**config.mk**
```make
export PLATFORM = sky130hd
export DESIGN_NAME = video_timing_sequencer
export DESIGN_NICKNAME = d
export VERILOG_FILES = /design/src/rtl/video_timing_sequencer.sv
export SDC_FILE = /design/constraint.sdc
export NUM_CORES = 1
export LEC_CHECK = 0
export CAP_MARGIN = 15
export CORE_ASPECT_RATIO = 0.7
export CORE_UTILIZATION = 35
export DETAILED_ROUTE_END_ITERATION = 10
export GPL_TIMING_DRIVEN = 0
export PLACE_DENSITY = 0.71
export SYNTH_ARGS = -nofsm -noshare
export SYNTH_HDL_FRONTEND = slang
export SYNTH_SLANG_ARGS = --single-unit
```
**constraint.sdc**
```tcl
create_clock -name CLK -period 6.22 [get_ports CLK]
set_clock_uncertainty 0.2 [all_clocks]
set_input_delay 1.866 -clock CLK [delete_from_list [all_inputs] [get_ports CLK]]
set_output_delay 1.866 -clock CLK [all_outputs]
set_load 0.05 [all_outputs]
```
**src/rtl/video_timing_sequencer.sv**
```systemverilog
// video_timing_sequencer
//   Sequencer/configurator for the horizontal sync counter of the VGA path.
//   Generates PixelClock, drives the horizontal timing words for the current
//   mode, counts lines from LineEnd, and produces vsync, yposition, VideoOn
//   and FrameEnd. Mode changes in RUN take effect only at frame boundaries
//   via a ModeRequest/ModeAck handshake.
//
//   Optional feature macro: VTS_FRAME_COUNT_EN adds output FrameCount[7:0].
//
// Ports:
//   CLK, RESET            clock, synchronous active-high reset
//   Enable                1 = run video timing, 0 = stop
//   ModeSelect/Request    requested mode and its single-cycle strobe
//   ModeAck, CurrentMode  apply acknowledge pulse, mode in effect
//   PixelClock            pixel-rate square wave (ClockDivide CLK per pixel)
//   SynchPulse..FrontPorch horizontal timing words for CurrentMode
//   LineEnd, xposition    inputs from the horizontal counter
//   vsync (active low), yposition, VideoOn, FrameEnd  vertical outputs
//   FrameCount            frame counter (only with VTS_FRAME_COUNT_EN)

module video_timing_sequencer #(
  parameter int xresolution = 10,
  parameter int yresolution = 10,
  parameter int ClockDivide = 4
) (
  input  logic                   CLK,
  input  logic                   RESET,
  input  logic                   Enable,
  input  logic [1:0]             ModeSelect,
  input  logic                   ModeRequest,
  output logic                   ModeAck,
  output logic [1:0]             CurrentMode,
  output logic                   PixelClock,
  output logic [xresolution-1:0] SynchPulse,
  output logic [xresolution-1:0] BackPorch,
  output logic [xresolution-1:0] ActiveVideo,
  output logic [xresolution-1:0] FrontPorch,
  input  logic                   LineEnd,
  input  logic [xresolution-1:0] xposition,
  output logic                   vsync,
  output logic [yresolution-1:0] yposition,
  output logic                   VideoOn,
  output logic                   FrameEnd
`ifdef VTS_FRAME_COUNT_EN
  ,
  output logic [7:0]             FrameCount
`endif
);

  localparam int CW = (ClockDivide > 2) ? $clog2(ClockDivide) : 1;

  typedef enum logic [1:0] {
    ST_STOP   = 2'd0,
    ST_RUN    = 2'd1,
    ST_SWITCH = 2'd2
  } state_t;

  state_t                 state;
  logic [1:0]             pending;
  logic [CW-1:0]          div_cnt;
  logic                   le_prev;
  logic                   line_adv;

  logic [yresolution-1:0] v_active;
  logic [yresolution-1:0] v_front;
  logic [yresolution-1:0] v_sync;
  logic [yresolution-1:0] v_back;
  logic [yresolution-1:0] v_sync_start;
  logic [yresolution-1:0] v_sync_end;
  logic [yresolution-1:0] v_end;
  logic [yresolution-1:0] y_next;
  logic                   wrap;
  logic                   vsync_next;
  logic                   video_on_next;

  // Mode table; codes 2 and 3 decode as mode 0.
  always_comb begin
    SynchPulse  = xresolution'(96);
    BackPorch   = xresolution'(48);
    ActiveVideo = xresolution'(640);
    FrontPorch  = xresolution'(16);
    v_active    = yresolution'(480);
    v_front     = yresolution'(10);
    v_sync      = yresolution'(2);
    v_back      = yresolution'(33);
    if (CurrentMode == 2'd1) begin
      SynchPulse  = xresolution'(4);
      BackPorch   = xresolution'(2);
      ActiveVideo = xresolution'(16);
      FrontPorch  = xresolution'(2);
      v_active    = yresolution'(8);
      v_front     = yresolution'(1);
      v_sync      = yresolution'(2);
      v_back      = yresolution'(1);
    end
  end

  always_comb begin
    v_sync_start = v_active + v_front;
    v_sync_end   = v_sync_start + v_sync;
    v_end        = v_sync_end + v_back;
  end

  // Next line number; vsync/VideoOn are derived from it so that they are
  // registered in step with yposition.
  always_comb begin
    y_next = yposition;
    wrap   = 1'b0;
    if (line_adv) begin
      if (yposition == v_end - yresolution'(1)) begin
        y_next = '0;
        wrap   = 1'b1;
      end else begin
        y_next = yposition + yresolution'(1);
      end
    end
    vsync_next    = !((y_next >= v_sync_start) && (y_next < v_sync_end));
    video_on_next = (xposition < ActiveVideo) && (y_next < v_active);
  end

  always_ff @(posedge CLK) begin
    if (RESET) begin
      state       <= ST_STOP;
      CurrentMode <= '0;
      pending     <= '0;
      div_cnt     <= '0;
      PixelClock  <= 1'b0;
      vsync       <= 1'b1;
      yposition   <= '0;
      VideoOn     <= 1'b0;
      FrameEnd    <= 1'b0;
      ModeAck     <= 1'b0;
      le_prev     <= 1'b0;
      line_adv    <= 1'b0;
`ifdef VTS_FRAME_COUNT_EN
      FrameCount  <= '0;
`endif
    end else begin
      le_prev  <= LineEnd;
      line_adv <= LineEnd & ~le_prev;
      ModeAck  <= 1'b0;
      FrameEnd <= 1'b0;

      case (state)
        ST_STOP: begin
          div_cnt    <= '0;
          PixelClock <= 1'b0;
          yposition  <= '0;
          vsync      <= 1'b1;
          VideoOn    <= 1'b0;
          if (ModeRequest) begin
            CurrentMode <= ModeSelect;
            ModeAck     <= 1'b1;
          end
          if (Enable) begin
            state <= ST_RUN;
          end
        end

        ST_RUN, ST_SWITCH: begin
          if (!Enable) begin
            // STOP entry: a pending (or coincident) request is applied here.
            state      <= ST_STOP;
            div_cnt    <= '0;
            PixelClock <= 1'b0;
            yposition  <= '0;
            vsync      <= 1'b1;
            VideoOn    <= 1'b0;
`ifdef VTS_FRAME_COUNT_EN
            FrameCount <= '0;
`endif
            if (state == ST_SWITCH) begin
              CurrentMode <= ModeRequest ? ModeSelect : pending;
              ModeAck     <= 1'b1;
            end else if (ModeRequest) begin
              CurrentMode <= ModeSelect;
              ModeAck     <= 1'b1;
            end
          end else begin
            div_cnt    <= (div_cnt == CW'(ClockDivide - 1)) ? '0 : div_cnt + CW'(1);
            PixelClock <= (div_cnt < CW'(ClockDivide / 2));
            yposition  <= y_next;
            vsync      <= vsync_next;
            VideoOn    <= video_on_next;
            FrameEnd   <= wrap;
`ifdef VTS_FRAME_COUNT_EN
            if (wrap) begin
              FrameCount <= FrameCount + 8'd1;
            end
`endif
            if (state == ST_RUN) begin
              // A request coinciding with FrameEnd waits for the next one,
              // since apply is only checked once already in SWITCH.
              if (ModeRequest) begin
                pending <= ModeSelect;
                state   <= ST_SWITCH;
              end
            end else begin
              if (FrameEnd) begin
                CurrentMode <= ModeRequest ? ModeSelect : pending;
                ModeAck     <= 1'b1;
                state       <= ST_RUN;
              end else if (ModeRequest) begin
                pending <= ModeSelect;
              end
            end
          end
        end

        default: begin
          state <= ST_STOP;
        end
      endcase
    end
  end

endmodule

```
==> flow_summary.yaml, run 1 <==
route:
  wl_per_cell_um: 12.0
  dr.first_iter.drc_count: 95
  vias_per_cell: 4.72
  vias: 1833
  drcViolationCount: 0
  first_pass_iters: 4
  final_antenna_net_count: 0
  wirelength_um: 4670
timing:
  final_max_slew_viol_count: 0
  period_needed_ns: 4.30
  max_freq_mhz: 233
  slew_headroom_pct: 58.5
  worst_slack_ns: 1.92
  final.period_utilization_pct: 69.1
  final-hold-violation-count: 0
  worstMarginPinSlew_ns: 0.616
  rsz0062_at_grt: "false"
  setup_viol: 0
  timing.setup.tns_ns: 0
critical_path:
  cp.required_ns: 4.15
  crit_type: "reg -> out"
  crit_end: "FrontPorch[1]"
  reg2regPathDepth: 11
  timing.rr.end: "vsync"
  crit_path_start: "CurrentMode[1]"
  startpoint_type: "flop"
  critPathCaptureType: "output pin"
  r2r-start: "line_adv"
  arrival_ns: 2.23
  critPathMaxFanout: 14
  r2r_slack_ns: 3.29
placed_design:
  finalWeightedCongestion: 0.881
  port_buffers: 38
  dp.cells: 384
  dpl_worst_slack_ns: 2.22
  dp_hpwl_um: 3640
die:
  core_um2: 5370
  die_w_um: 92.5
  ios: 74
  start_util_pct: 37.4
  dieHeight_um: 65.3
  rows: 22
  die_area_um2: 6040
synthesis:
  synth.distinct_cells: 47
  ys.warnings.count: 0
  yosysTopAreaCell: "dfxtp_1"
  syn_area_um2: 2010
  ys.flop_type: "dfxtp_1"
  async_flop_share_pct: 0
  seq_area_frac_synth_pct: 25.0
  synth_edf_count: 0
  synth_seq_cells: 25
  syn_inst: 246
  avgSynthCellArea_um2: 8.15
  synth.top_cell.area_share_pct: 25.0
  yosys-top-cells-area: "dfxtp_1 (25%), buf_4 (14%), ha_1 (11%), a21oi_1 (5.2%), nor2_1 (4.5%)"
clock_tree:
  clk_pin_slew_ns: 0.08
  post_cts_buffers: 0
  htree_levels: 1
  cts_buffers: 3
  cts_buffer_depth: 2
  root_buffer: "clkbuf_8"
  cts_resized: 0
  cts_tree: "yes"
  cts.sinks: 25
  clk_latency_ns: 0.28
  ctsHoldBuffers: 0
power:
  p_per_area_nw_per_um2: 180
  fin_total_pwr_mw: 0.473
  vdd_drop_max_mv: 0.0879
  leakage_nw: 1.18
global_route:
  grt_pass1_wl_um: 7460
  grt_util_all_layers_pct: 15.6
  grt_overflow: 0
  grt_max_degree: 16
  grt_pass1_vias: 1519
  antenna_found_initial: 0
layout:
  fin_nets: 352
  antenna_cells: 0
  stdcell_count: 388
  area_growth_pct: 31.1
  nFillCells: 540
  post_route_cells_drive_above_1_share_pct: 17.7
min_path:
  hold_class: "reg -> reg"
outcome:
  status: "finished clean"
job:
  max_cap_violations: 0
-- stage by stage --
stage | area, um2 | util (%) | hold WS [ns]
2_1_floorplan | 2110 | - | 0.167
3_3_place_gp | 2580 | 48.1 | 0.174
3_5_place_dp | 2580 | 48.1 | 0.172
4_1_cts | 2630 | 49.0 | 0.187
5_1_grt | 2630 | 49.0 | 0.211
6_report | 2630 | 49.0 | 0.189
-- worst max-delay path: stages, from the launching register on --
cell and delay (ns):
dfxtp_1 0.34, nand2b_1 0.15, buf_6 0.15, inv_1 0.34, buf_4 0.18, clkdlybuf4s50_1 0.79
-- how the worst min path moves through the flow --
stage          cells past startpoint     from  slack [ns]        to
2_1_floorplan                      1  le_prev        0.17  line_adv
3_3_place_gp                       1  le_prev        0.17  line_adv
3_5_place_dp                       1  le_prev        0.17  line_adv
4_1_cts                            1  le_prev        0.19  line_adv
5_1_grt                            1  le_prev        0.21  line_adv
6_report                           1  le_prev        0.19  line_adv
-- metal layers --
layer / wire [um] / track usage, %
met1: 2390 / 24.1
met2: 1880 / 21.9
met3: 372 / 3.70
met4: 19 / 1.95
met5: 0 / 0
-- area by class of cell --
cell class | instances | area [um2] | share of cell area (%)
clock inverters | 1 | 7.51 | 0.285
clock buffers | 3 | 41.3 | 1.57
plain buffers | 50 | 349 | 13.3
repair buffers | 38 | 380 | 14.5
flip-flops and latches | 25 | 500 | 19.0
multi-input cells | 187 | 1220 | 46.2
inverters | 12 | 45.0 | 1.71
well taps | 72 | 90.1 | 3.43
-- placed cells by master, fill, tap and decap left out, types with 4 or more instances in the layout --
cell / instances
a21oi_1: 21
buf_4: 38
clkbuf_1: 7
clkdlybuf4s50_1: 38
conb_1: 29
dfxtp_1: 25
ha_1: 18
inv_1: 12
mux2i_1: 4
nand2_1: 9
nand3_1: 4
nand4_1: 4
nor2_1: 24
nor3_1: 4
nor3b_1: 4
nor4_1: 5
o21ai_0: 12
or3_1: 4
xor2_1: 5
-- sequential cells by signal (all words and copies together), names as in the netlist --
name,count
line_adv,1
yposition,10
FrameEnd,1
state,2
CurrentMode,2
le_prev,1
vsync,1
PixelClock,1
div_cnt,2
VideoOn,1
pending,2
ModeAck,1
-- cell families (layout without fill, tap and decap cells) --
| logic type | count (synthesis) | count (layout) | synth area share, % |
|---|---|---|---|
| and+or+nand+nor | 75 | 75 | 21.3 |
| muxes | 4 | 4 | 2.00 |
| xor gates and xnor gates | 8 | 8 | 3.49 |
| DFF | 25 | 25 | 25.0 |
| AOI/OAI and AO/OA | 53 | 53 | 17.2 |
| other | 1 | 29 | 0.187 |
| adders and majority gates | 18 | 18 | 11.2 |
| buffers and inverters | 62 | 104 | 19.7 |
-- Yosys cell counts (all sizes together) (2+ instances only) --
master / number
dfxtp: 25
nand2: 9
or3: 4
ha: 18
a31oi: 3
nor3: 5
xnor2: 3
and3: 2
nor4: 5
a22oi: 3
clkbuf: 7
or4: 2
o21ai: 12
a41o: 2
mux2i: 4
nor2: 24
inv: 12
a221oi: 2
buf: 43
o31ai: 2
nand4: 4
nor2b: 4
nor3b: 4
nand3: 5
nand3b: 2
xor2: 5
a21oi: 22
-- power by group --
part | switching (mW) | internal [mW]
Combinational | 0.133 | 0.0698
Clock | 0.0554 | 0.0456
Sequential | 0.00403 | 0.165
Total | 0.192 | 0.281
(Power assumes the default switching activity.)
==> run 2: changes to the inputs <==
clock period = 4.1 ns   (was 6.22 ns; I/O delays follow)
==> results of run 2 <==
The final DEF is identical to that of run 1. Status: finished clean.
Main changes from that run: setup slack after placement 2.22 ns -> 0.734 ns; setup slack after layout 1.92 ns -> 0.441 ns; register-to-register setup slack 3.29 ns -> 1.17 ns; total power 0.473 mW -> 0.717 mW; worst IR drop on VDD 0.0879 mV -> 0.133 mV
==> run 3: changes to the inputs <==
SLEW_MARGIN = 30   (was default)
==> results of run 3 <==
The final DEF is identical to that of run 1. Status: finished clean.
Main changes from that run: setup slack after placement 2.22 ns -> 0.734 ns; setup slack after layout 1.92 ns -> 0.441 ns; register-to-register setup slack 3.29 ns -> 1.17 ns; total power 0.473 mW -> 0.717 mW; worst IR drop on VDD 0.0879 mV -> 0.133 mV
